**config.mk**
```make
export PLATFORM = sky130hd
export DESIGN_NAME = quad_decoder
export DESIGN_NICKNAME = d
export VERILOG_FILES = /design/src/rtl/quad_decoder_pkg.sv /design/src/rtl/quad_input_filter.sv /design/src/rtl/quad_decoder.sv
export SDC_FILE = /design/constraint.sdc
export NUM_CORES = 1
export LEC_CHECK = 0
export CORE_MARGIN = 1.5
export CORE_UTILIZATION = 45
export CTS_CLUSTER_DIAMETER = 100
export DETAILED_ROUTE_END_ITERATION = 10
export HOLD_SLACK_MARGIN = 0.02
export PLACE_DENSITY = 0.83
export SETUP_SLACK_MARGIN = 0.2
export SYNTH_ARGS = -nofsm -noshare
export SYNTH_HDL_FRONTEND = slang
export SYNTH_SLANG_ARGS = --single-unit
```
**constraint.sdc**
```tcl
create_clock -name CLK -period 3.6 [get_ports CLK]
set_input_delay 0.72 -clock CLK [delete_from_list [all_inputs] [get_ports CLK]]
set_output_delay 0.72 -clock CLK [all_outputs]
set_load 0.01 [all_outputs]
```
**src/rtl/quad_decoder_pkg.sv**
```systemverilog
// Shared definitions for the quadrature decoder.
// Holds the {A,B} quadrature state encodings, the decoder FSM state
// constants, the default speed window for a 125 MHz clock and the
// transition classifier used by the decoder.
package quad_decoder_pkg;

    // Quadrature states written as {A,B}; forward order is S00->S10->S11->S01
    localparam logic [1:0] S00 = 2'b00;
    localparam logic [1:0] S10 = 2'b10;
    localparam logic [1:0] S11 = 2'b11;
    localparam logic [1:0] S01 = 2'b01;

    // Decoder FSM states
    localparam logic [0:0] PRIME = 1'b0;
    localparam logic [0:0] RUN   = 1'b1;

    // Speed window counter width and the 100 ms gate at 125 MHz (length minus one)
    localparam int unsigned   WINDOW_WIDTH        = 27;
    localparam logic [26:0]   SPEED_WINDOW_125MHZ = 27'd12499999;

    // Classification of one previous->current quadrature transition
    typedef enum logic [1:0] {
        STEP_NONE    = 2'd0,
        STEP_FWD     = 2'd1,
        STEP_REV     = 2'd2,
        STEP_ILLEGAL = 2'd3
    } step_t;

    // Any single-bit change is either the forward successor or, failing that, a reverse step
    function automatic step_t quad_step(input logic [1:0] prev, input logic [1:0] cur);
        step_t step;
        step = STEP_NONE;
        if (prev != cur) begin
            if ((prev ^ cur) == 2'b11) begin
                step = STEP_ILLEGAL;
            end else begin
                case (prev)
                    S00:     step = (cur == S10) ? STEP_FWD : STEP_REV;
                    S10:     step = (cur == S11) ? STEP_FWD : STEP_REV;
                    S11:     step = (cur == S01) ? STEP_FWD : STEP_REV;
                    default: step = (cur == S00) ? STEP_FWD : STEP_REV;
                endcase
            end
        end
        return step;
    endfunction

endpackage

```
**src/rtl/quad_input_filter.sv**
```systemverilog
// Two-flop synchroniser followed by a persistence filter for one encoder pin.
// A change on the synchronised pin is accepted only after it has differed from
// the filtered value on FILTER_LEN consecutive cycles.
// Ports:
//   clk      - system clock
//   rst      - synchronous active-high reset
//   pin      - raw asynchronous encoder input
//   filtered - filtered pin level (registered)
//   quiet_c  - no pending change anywhere in the sync/filter chain (combinational)
module quad_input_filter #(
    parameter logic [3:0] FILTER_LEN = 4'd8
) (
    input  logic clk,
    input  logic rst,
    input  logic pin,
    output logic filtered,
    output logic quiet_c
);

    localparam int unsigned CNT_WIDTH = 4;

    logic                 meta_q;
    logic                 sync_q;
    logic [CNT_WIDTH-1:0] cnt_q;
    logic [CNT_WIDTH-1:0] cnt_d;
    logic                 filt_d;

    // Filter next state: count disagreeing cycles, accept on the FILTER_LEN-th
    always_comb begin
        cnt_d  = '0;
        filt_d = filtered;
        if (sync_q != filtered) begin
            if (cnt_q == FILTER_LEN - 4'd1) begin
                filt_d = sync_q;
            end else begin
                cnt_d = cnt_q + CNT_WIDTH'(1);
            end
        end
    end

    // Synchroniser and filter registers
    always_ff @(posedge clk) begin
        if (rst) begin
            meta_q   <= 1'b0;
            sync_q   <= 1'b0;
            cnt_q    <= '0;
            filtered <= 1'b0;
        end else begin
            meta_q   <= pin;
            sync_q   <= meta_q;
            cnt_q    <= cnt_d;
            filtered <= filt_d;
        end
    end

    // Both sync stages agree with the filtered level, so nothing is in flight
    assign quiet_c = (meta_q == filtered) && (sync_q == filtered);

endmodule

```
**src/rtl/quad_decoder.sv**
```systemverilog
// Quadrature encoder reader for one motor channel.
// Filters ENC_A/ENC_B, decodes them at 4x resolution into a wrapping signed
// POSITION, tracks DIR, flags illegal double transitions on ERR and, when
// QUAD_SPEED_EN is defined, reports edges per SPEED_WINDOW+1 cycles on SPEED.
// Configuration macro: QUAD_SPEED_EN (undefined: SPEED=0, SPEED_VALID=0).
// Ports:
//   CLK         - system clock, rising edge
//   RST         - synchronous active-high reset
//   ENC_A/ENC_B - asynchronous encoder channels
//   CLR         - synchronous clear of POSITION and ERR
//   POSITION    - signed wrapping edge count
//   DIR         - 1 = last counted edge forward, 0 = reverse
//   SPEED       - signed edge count of the last complete window
//   SPEED_VALID - one-cycle pulse when SPEED updates
//   ERR         - sticky illegal-transition flag
module quad_decoder
    import quad_decoder_pkg::*;
#(
    parameter int unsigned              POS_WIDTH    = 16,
    parameter logic [3:0]               FILTER_LEN   = 4'd8,
    parameter logic [WINDOW_WIDTH-1:0]  SPEED_WINDOW = SPEED_WINDOW_125MHZ
) (
    input  logic                 CLK,
    input  logic                 RST,
    input  logic                 ENC_A,
    input  logic                 ENC_B,
    input  logic                 CLR,
    output logic [POS_WIDTH-1:0] POSITION,
    output logic                 DIR,
    output logic [POS_WIDTH-1:0] SPEED,
    output logic                 SPEED_VALID,
    output logic                 ERR
);

    localparam int unsigned CNT_WIDTH = 4;

    logic                 a_filt;
    logic                 b_filt;
    logic                 a_quiet_c;
    logic                 b_quiet_c;
    logic [1:0]           cur;

    logic [0:0]           state_q;
    logic [0:0]           state_d;
    logic [1:0]           prev_q;
    logic [1:0]           prev_d;
    logic [CNT_WIDTH-1:0] prime_cnt_q;
    logic [CNT_WIDTH-1:0] prime_cnt_d;
    logic [POS_WIDTH-1:0] pos_d;
    logic                 dir_d;
    logic                 err_d;
    step_t                step;

    quad_input_filter #(
        .FILTER_LEN (FILTER_LEN)
    ) u_filter_a (
        .clk      (CLK),
        .rst      (RST),
        .pin      (ENC_A),
        .filtered (a_filt),
        .quiet_c  (a_quiet_c)
    );

    quad_input_filter #(
        .FILTER_LEN (FILTER_LEN)
    ) u_filter_b (
        .clk      (CLK),
        .rst      (RST),
        .pin      (ENC_B),
        .filtered (b_filt),
        .quiet_c  (b_quiet_c)
    );

    assign cur = {a_filt, b_filt};

    // Decoder next state: PRIME waits for quiet inputs, RUN counts transitions
    always_comb begin
        state_d     = state_q;
        prev_d      = cur;
        prime_cnt_d = '0;
        pos_d       = POSITION;
        dir_d       = DIR;
        err_d       = ERR;
        step        = STEP_NONE;

        case (state_q)
            PRIME: begin
                // Pending pin changes restart the settle count so the resting state is adopted, not counted
                if ((cur == prev_q) && a_quiet_c && b_quiet_c) begin
                    if (prime_cnt_q == FILTER_LEN - 4'd1) begin
                        state_d = RUN;
                    end else begin
                        prime_cnt_d = prime_cnt_q + CNT_WIDTH'(1);
                    end
                end
            end
            default: begin
                step = quad_step(prev_q, cur);
                case (step)
                    STEP_FWD: begin
                        pos_d = POSITION + POS_WIDTH'(1);
                        dir_d = 1'b1;
                    end
                    STEP_REV: begin
                        pos_d = POSITION - POS_WIDTH'(1);
                        dir_d = 1'b0;
                    end
                    STEP_ILLEGAL: begin
                        err_d = 1'b1;
                    end
                    default: begin
                    end
                endcase
            end
        endcase

        // Clear takes priority over a same-cycle count or error
        if (CLR) begin
            pos_d = '0;
            err_d = 1'b0;
        end
    end

    // Decoder state and position outputs
    always_ff @(posedge CLK) begin
        if (RST) begin
            state_q     <= PRIME;
            prev_q      <= S00;
            prime_cnt_q <= '0;
            POSITION    <= '0;
            DIR         <= 1'b0;
            ERR         <= 1'b0;
        end else begin
            state_q     <= state_d;
            prev_q      <= prev_d;
            prime_cnt_q <= prime_cnt_d;
            POSITION    <= pos_d;
            DIR         <= dir_d;
            ERR         <= err_d;
        end
    end

`ifdef QUAD_SPEED_EN
    localparam logic [POS_WIDTH-1:0] ACC_MAX = {1'b0, {(POS_WIDTH-1){1'b1}}};
    localparam logic [POS_WIDTH-1:0] ACC_MIN = ~ACC_MAX + POS_WIDTH'(1);

    logic [WINDOW_WIDTH-1:0] win_q;
    logic [WINDOW_WIDTH-1:0] win_d;
    logic [POS_WIDTH-1:0]    acc_q;
    logic [POS_WIDTH-1:0]    acc_d;
    logic [POS_WIDTH-1:0]    acc_next;
    logic [POS_WIDTH-1:0]    speed_d;
    logic                    valid_d;

    // Speed gate: saturating accumulator latched into SPEED at the terminal count
    always_comb begin
        win_d    = '0;
        acc_d    = '0;
        acc_next = acc_q;
        speed_d  = SPEED;
        valid_d  = 1'b0;

        if (state_q == RUN) begin
            if ((step == STEP_FWD) && (acc_q != ACC_MAX)) begin
                acc_next = acc_q + POS_WIDTH'(1);
            end else if ((step == STEP_REV) && (acc_q != ACC_MIN)) begin
                acc_next = acc_q - POS_WIDTH'(1);
            end

            if (win_q == SPEED_WINDOW) begin
                speed_d = acc_next;
                valid_d = 1'b1;
            end else begin
                acc_d = acc_next;
                win_d = win_q + WINDOW_WIDTH'(1);
            end
        end
    end

    // Speed registers
    always_ff @(posedge CLK) begin
        if (RST) begin
            win_q       <= '0;
            acc_q       <= '0;
            SPEED       <= '0;
            SPEED_VALID <= 1'b0;
        end else begin
            win_q       <= win_d;
            acc_q       <= acc_d;
            SPEED       <= speed_d;
            SPEED_VALID <= valid_d;
        end
    end
`else
    logic unused_speed_cfg;

    assign SPEED            = '0;
    assign SPEED_VALID      = 1'b0;
    assign unused_speed_cfg = ^SPEED_WINDOW;
`endif

endmodule
```
==> results of run 1 <==
[synthesized netlist by cell type (3+ instances only)]
cell	count
nor3_1	6
ha_1	19
clkbuf_1	7
o21ai_0	9
nand3_1	8
a21o_1	4
or3_1	3
nor2_1	25
xnor2_1	11
xor2_1	8
nand4_1	3
buf_4	17
mux2i_1	4
a22o_1	5
nand2_1	24
nor2b_1	6
o21a_1	3
a21oi_1	16
and3_1	3
inv_1	3
dfxtp_1	39
nand2b_1	4
[worst max-delay path: stages (launching register included)]
cell and delay [ns]:
dfxtp_2 0.43, o21ai_0 0.13, o21ai_1 0.20, inv_1 0.07, ha_2 0.24, fa_1 0.41, a21o_1 0.21, a221o_1 0.34
a31o_2 0.30, a211o_1 0.33, o31ai_4 0.19, xnor2_1 0.08, a22o_1 0.22
[worst max-delay path by stage]
stage / slack [ns] / depth (start not counted) / endpoint / startpoint
4_1_cts: 0.23 / 12 / POSITION[14]$_SDFFE_PP0P_ / u_filter_a.filtered$_SDFFE_PP0P_
2_1_floorplan: 0.21 / 13 / POSITION[14]$_SDFFE_PP0P_ / u_filter_a.filtered$_SDFFE_PP0P_
3_3_place_gp: 0.28 / 12 / POSITION[14]$_SDFFE_PP0P_ / u_filter_a.filtered$_SDFFE_PP0P_
6_report: 0.33 / 12 / POSITION[14]$_SDFFE_PP0P_ / u_filter_a.filtered$_SDFFE_PP0P_
3_5_place_dp: 0.14 / 12 / POSITION[14]$_SDFFE_PP0P_ / u_filter_a.filtered$_SDFFE_PP0P_
5_1_grt: 0.20 / 13 / POSITION[14]$_SDFFE_PP0P_ / u_filter_a.filtered$_SDFFE_PP0P_
[timing repair]
action	CTS	global route
setup buffers	0	1
hold endpoints to repair	0	0
gates resized for setup	1	4
pin swaps	0	2
setup endpoints to repair	2	4
[where the power goes]
part           switching, mW  internal (mW)  leakage, nW
clock                  0.149          0.277       0.0654
combinational         0.0190        0.00973        0.722
sequential           0.00322          0.435        0.316
[layer usage]
layer | GRT usage (%) | up-vias
li1 | - | 916
met1 | 22.6 | 819
met2 | 28.1 | 34
met3 | 3.84 | 5
met4 | 8.44 | 0
met5 | 0 | -
[per-stage QoR]
stage	hold slack [ns]	cells	power [mW]	worst slack, ns
floorplan	0.418	271	0.482	0.208
global placement	0.430	338	0.477	0.275
detailed placement	0.436	338	0.477	0.142
CTS	0.452	346	0.906	0.229
global route	0.473	347	0.931	0.200
finish	0.446	347	0.894	0.330
[final cells by class]
cell class	instances	area share (%)
sequential	39	30.2
multi-input combinational	205	51.7
timing repair buffer	25	9.34
clock buffer	6	2.79
clock inverter	2	2.31
inverter	3	0.434
tap	67	3.23
[state kept, by name (all words and copies together), names as in the netlist]
register,flops
u_filter_b.meta_q,1
ERR,1
state_q,1
POSITION,16
prime_cnt_q,4
prev_q,2
u_filter_b.cnt_q,4
u_filter_a.meta_q,1
u_filter_b.sync_q,1
u_filter_a.filtered,1
u_filter_a.cnt_q,4
u_filter_b.filtered,1
u_filter_a.sync_q,1
DIR,1
[cells by family after synthesis]
logic type / after synthesis / synth area share [%]
simple gates: 91 / 19.8
compound gates: 54 / 16.6
flops: 39 / 35.1
buf+inv: 27 / 7.42
fa+ha+maj: 20 / 11.6
xor+xnor: 19 / 7.48
mux: 4 / 1.80
other cells: 1 / 0.169
[cell usage in the layout, fill, tap and decap left out, types with 4 or more instances in the layout]
| cell type | netlist | routed |
|---|---|---|
| a21o_1 | 4 | 4 |
| a21oi_1 | 16 | 16 |
| a22o_1 | 5 | 5 |
| clkbuf_8 | 0 | 5 |
| clkdlybuf4s50_1 | 0 | 22 |
| conb_1 | 1 | 17 |
| dfxtp_1 | 39 | 37 |
| ha_1 | 19 | 17 |
| mux2i_1 | 4 | 4 |
| nand2_1 | 24 | 24 |
| nand2b_1 | 4 | 4 |
| nand3_1 | 8 | 8 |
| nor2_1 | 25 | 25 |
| nor2b_1 | 6 | 6 |
| nor3_1 | 6 | 6 |
| o21ai_0 | 9 | 7 |
| xnor2_1 | 11 | 11 |
| xor2_1 | 8 | 8 |
==> metrics.md, run 1 <==
| Metric | Value |
|---|---|
| Yosys cell types | 42 |
| WP data required | between 3 and 4 ns |
| Outcome | completed |
| Clock Pin Slew Worst Setup and Hold Paths | roughly 0.070 ns |
| Met3 wire len | about 170 µm |
| First-pass iteration count of the detailed router | 4 |
| Core Box Area | 4750 µm² |
| Reg2reg setup slack | between 0.3 and 0.4 ns |
| EDFF count, synth | 0 |
| Largest area contributor in the netlist | dfxtp_1 |
| Vias in the first global route | between 1500 and 2000 |
| Top cells by area, synth | dfxtp_1 (35%), ha_1 (11%), buf_4 (5.7%) |
| Post-synth ARST share | 0% |
| Metal2 WL | 1980 µm |
| 1st-iter DRT viols | 78 |
| Placed Area | roughly 2500 µm² |
| Post-synthesis average cell area | 8.72 µm² |
| Cts bufs inserted | 5 |
| Total wire length | 4200 µm |
| Post-route ant nets | 0 |
| Worst Hold End | u_filter_a.cnt_q[0]$_SDFF_PP0_ |
| CP max FO | 11 |
| Unrepaired setup endpoints after global routing | false |
| Top cell type's share of synthesized area | 35.1% |
| IO buf count | 22 |
| Post-DP HPWL | 3070 µm |
| Starting Density | between 40% and 50% |
| Fmax | between 300 and 400 MHz |
| Vias post-DR | 1774 |
| Final setup vio count | 0 |
| Worst-Skew Late Latency | ~0.29 ns |
| Worst Reg-to-Reg Cells | 12 |
| Area Overhead vs Synth | 16.8% |
| Post-synthesis register bit count | 39 |
| First-pass GRT wire length | 7310 µm |
| Clock buffer depth | 2 |
| Startpoint types | flip-flop |
| Critical path class | reg -> reg |
| Worst slew margin | 63.9% |
| Chip Width | about 73 µm |
| Antenna violations before repair | 0 |
| FP Rows | 25 |
| Slew Viols, Final | 0 |
| Die area | 5370 µm² |
| Diode count | 0 |
| Via/cell ratio | 5.11 |
| Maximum VDD drop | 0.000206 V |
| Top FF cell, synth | dfxtp_1 |
| Worst setup EP type | flip-flop |
| Sum Neg Setup Slack | 0 ns |
| Worst slew pin tran | 0.539 ns |
| Fin crit share | just over 90% |
| CTS root buf | clkbuf_8 |
| CTS tree | yes |
| DRC violations left | 0 |
| Largest net degree at the start of global routing | 16 |
| Yosys warning total | 0 |
| GRT Residual Overflow | 0 |
| DR WL/cell | 12.1 µm |
| Die Y | 73.3 µm |
| Seq/Total Area, Yosys | 35.1% |
| Area occupied by multi-input gates | roughly 1300 µm² |
| Leak | 1.10 nW |
| PwrDens | 344 nW/µm² |
| Fraction of layout cells with a size suffix above 1 | 6.43% |
| Finished Cell Area | 2600 µm² |
| Hold wc startpoint | u_filter_a.cnt_q[0]$_SDFF_PP0_ |
| Max layer used | met4 |
| Fillers | ~440 |
| Tightest Hold Check Type | reg -> reg |
| Arrival @ worst endpoint | 3.46 ns |
| Worst r2r src | u_filter_a.filtered$_SDFFE_PP0P_ |
| Cells after synthesis | 255 |
| IO Count | 40 |
| Final-stage net count | between 300 and 400 |
| Gr usage total | between 15 and 20% |
| H-Tree Depth | 2 |
| Fin util | between 50% and 60% |
| Global placer's final weighted congestion | 0.893 |
| Hold-critical path depth | 1 |
| Worst R2R End | POSITION[14]$_SDFFE_PP0P_ |
| Clock Skew | around 0.0094 ns |
| Cts-stage hold buffer count | 0 |
| Register Area | 783 µm² |
| Fin crit period | 3.27 ns |
| Met1 WL | 1980 µm |
| MaxCap Viol Count | 0 |
| Post-Syn Area | between 2000 and 2500 µm² |
| Final Hold Fails | 0 |
| Sink Count | 39 |
Note: power is estimated with default switching activity, not from simulation.
==> inputs of run 2 (changes only) <==
MAX_ROUTING_LAYER = met4   (was default)
RECOVER_POWER = 25   (was default)
==> run 2 against run 1 <==
Against the previous run: power about the same; cell area decreased by 0.14%; cell count unchanged; worst hold slack hardly changed; wire length is 0.29% lower; worst setup slack improved by 0.0046 ns; critical path type unchanged; critical endpoint unchanged; largest cell class unchanged; largest power group unchanged.
==> metrics.md, run 2 (synthesis results as in run 1) <==
| Metric | Value |
|---|---|
| CP Cell Sequence | o21ai_0, o21ai_1, inv_1, ha_2, fa_1, a21o_1, a221o_1, a31o_2, a211o_1, o31ai_4, xnor2_1, a22o_1 |
| FP Rows | 25 (unchanged) |
| WP data required | 3.79 ns (about the same) |
| CP max-delay cell | dfxtp_2 |
| First-pass iteration count of the detailed router | 4 (unchanged) |
| Core Box Area | 4750 µm² (unchanged) |
| CTS tree | yes |
| Via/cell ratio | 5.18 (+1.3%) |
| Worst-Skew Late Latency | 0.30 ns (about the same) |
| Worst setup EP type | flip-flop |
| Slew Viols, Final | 0 (unchanged) |
| Arrival @ worst endpoint | 3.45 ns (about the same) |
| Worst Reg-to-Reg Cells | 12 (unchanged) |
| GRT Residual Overflow | 0 (unchanged) |
| Sw frac | 19.2% (+0.021 points) |
| Final setup vio count | 0 (unchanged) |
| Final Hold Fails | 0 (unchanged) |
| IO Count | 40 (unchanged) |
| Critical path class | reg -> reg |
| Fmax | 306 MHz (+0.14%) |
| M3 GR Usage | 4.66% (+0.82 points) |
| Worst slew pin tran | 0.605 ns (+0.0659 ns) |
| Global placer's final weighted congestion | 0.908 (+1.7%) |
| Reg2reg setup slack | 0.33 ns (about the same) |
| Peak-usage layer in the global routing report | met2 |
| Outcome | completed |
| Finished Cell Area | 2590 µm² (-0.14%) |
| Sum Neg Setup Slack | 0 ns (unchanged) |
| Area occupied by multi-input gates | 1340 µm² (unchanged) |
| Die Y | 73.3 µm (unchanged) |
| Fraction of layout cells with a size suffix above 1 | 6.07% (-0.36 points) |
| Fin crit period | 3.27 ns (-0.00462 ns) |
| Startpoint types | flip-flop |
| Vias post-DR | 1797 (+1.3%) |
| Total power | 893 µW (about the same) |
| Maximum VDD drop | 0.000206 V (-0.19%) |
| Placed Area | 2450 µm² (unchanged) |
| Final-stage net count | 304 (unchanged) |
| Fin crit share | 90.7% (-0.13 points) |
| Worst slew margin | 59.7% (-4.3 points) |
| CP delay by family, top | compound AO/OA/AOI/OAI gates |
| Worst path bufs/invs | 1 (unchanged) |
| Post-route ant nets | 0 (unchanged) |
| Met1 Resource Use GR | 22.7% (+0.086 points) |
| Largest Register | POSITION |
| DRC violations left | 0 (unchanged) |
| Post-DP HPWL | 3070 µm (unchanged) |
| First-pass GRT wire length | 7330 µm (+0.27%) |
| Clock Skew | 0.00962 ns (+0.000199 ns) |
| Tightest Hold Check Type | reg -> reg |
| Unrepaired setup endpoints after global routing | false |
| Power share of the clock group | 47.8% (about the same) |
| Hold wc startpoint | u_filter_a.cnt_q[0]$_SDFF_PP0_ |
| Share of power burned in registers | 49.1% (about the same) |
| Fin util | 54.6% (-0.079 points) |
| Hold-critical path depth | 1 (unchanged) |
| Clock Pin Slew Worst Setup and Hold Paths | 0.07 ns (about the same) |
| Clock buffer depth | 2 (unchanged) |
| CTS root buf | clkbuf_8 |
| Comb pwr share | 3.1% (about the same) |
| MaxCap Viol Count | 0 (unchanged) |
| Slowest stage delay, CP | 0.43 ns (about the same) |
| CP max FO | 11 (unchanged) |
| Cts bufs inserted | 5 (unchanged) |
| Area Overhead vs Synth | 16.6% |
| Vias in the first global route | 1671 (-0.18%) |
| Max reg flops | 16 (unchanged) |
| Worst r2r src | u_filter_a.filtered$_SDFFE_PP0P_ |
| Antenna violations before repair | 0 (unchanged) |
| Cell-internal power | 721 µW (-0.10%) |
| Met2 GRT Util | 28.1% (unchanged) |
| H-Tree Depth | 2 (unchanged) |
| Psw | 172 µW (about the same) |
| Worst Hold End | u_filter_a.cnt_q[0]$_SDFF_PP0_ |
| IO buf count | 22 (unchanged) |
| Sink Count | 39 (unchanged) |
| Cts-stage hold buffer count | 0 (unchanged) |
| Worst R2R End | POSITION[14]$_SDFFE_PP0P_ |
| Leak | 1.10 nW (-0.30%) |
| Total wire length | 4190 µm (-0.29%) |
| Die area | 5370 µm² (unchanged) |
| Diode count | 0 (unchanged) |
| 1st-iter DRT viols | 80 (+2.6%) |
| Chip Width | 73.3 µm (unchanged) |
| Gr usage total | 18.1% (+0.55 points) |
| Largest net degree at the start of global routing | 16 (unchanged) |
| Register Area | 783 µm² (unchanged) |
| DR WL/cell | 12.1 µm (-0.29%) |
| Fillers | 445 (+0.23%) |
| Commonest non-fill, non-tap cell in the layout | dfxtp_1 |
| Starting Density | 46.8% (unchanged) |
| PwrDens | 344 nW/µm² (about the same) |
| Most frequent cells in the layout | dfxtp_1 (37), nor2_1 (25), nand2_1 (24) |
==> run 2: worst max path at each step <==
stage | from | endpoint | cells after the start
after floorplan | u_filter_a.filtered$_SDFFE_PP0P_ | POSITION[14]$_SDFFE_PP0P_ | 13
after global placement | u_filter_a.filtered$_SDFFE_PP0P_ | POSITION[14]$_SDFFE_PP0P_ | 12
after detailed placement | u_filter_a.filtered$_SDFFE_PP0P_ | POSITION[14]$_SDFFE_PP0P_ | 12
after CTS | u_filter_a.filtered$_SDFFE_PP0P_ | POSITION[14]$_SDFFE_PP0P_ | 12
after global routing | u_filter_a.filtered$_SDFFE_PP0P_ | POSITION[14]$_SDFFE_PP0P_ | 13
final | u_filter_a.filtered$_SDFFE_PP0P_ | POSITION[14]$_SDFFE_PP0P_ | 12
==> run 2: layout make-up <==
| cell class | count | share of cell area [%] |
|---|---|---|
| timing repair buffer | 25 | 9.21 |
| clock inverter | 2 | 2.32 |
| clock buffer | 6 | 2.80 |
| multi-input combinational | 205 | 51.8 |
| inverter | 3 | 0.434 |
| tap | 67 | 3.23 |
| sequential | 39 | 30.2 |
==> run 2: through the flow <==
| stage | hold WS, ns | setup slack (ns) | std cells |
|---|---|---|---|
| floorplan | 0.418 | 0.208 | 271 |
| global placement | 0.430 | 0.275 | 338 |
| detailed placement | 0.436 | 0.142 | 338 |
| CTS | 0.452 | 0.229 | 346 |
| global route | 0.473 | 0.200 | 347 |
| finish | 0.446 | 0.334 | 347 |
==> run 2: power by group through the flow <==
stage                     clock network, mW  registers (mW)  logic [mW]
after floorplan                           0           0.448      0.0340
after global placement                    0           0.448      0.0283
after detailed placement                  0           0.448      0.0288
after CTS                             0.439           0.438      0.0288
after global routing                  0.460           0.439      0.0322
final                                 0.426           0.439      0.0280
==> run 2: worst reg2reg max path, stage by stage, from the launching register on <==
cell,delay (ns)
dfxtp_2,0.43
o21ai_0,0.13
o21ai_1,0.20
inv_1,0.07
ha_2,0.24
fa_1,0.41
a21o_1,0.21
a221o_1,0.34
a31o_2,0.30
a211o_1,0.33
o31ai_4,0.19
xnor2_1,0.08
a22o_1,0.22
==> run 2: metal layers <==
metal / vias up / wire length (µm)
met5: - / 0
met4: 0 / 72
met3: 5 / 178
met2: 44 / 1960
met1: 833 / 1980
li1: 915 / -
==> run 2: what timing repair did <==
action | CTS | global route
endpoints found under the setup margin | 2 | 4
buffers inserted | 0 | 1
gates resized for setup | 1 | 4
pin swaps | 0 | 2
==> inputs of run 3 (changes only) <==
CTS_CLUSTER_SIZE = 14   (was default)
==> results of run 3 <==
No change in the layout: final DEF, timing and power equal those of run 2.
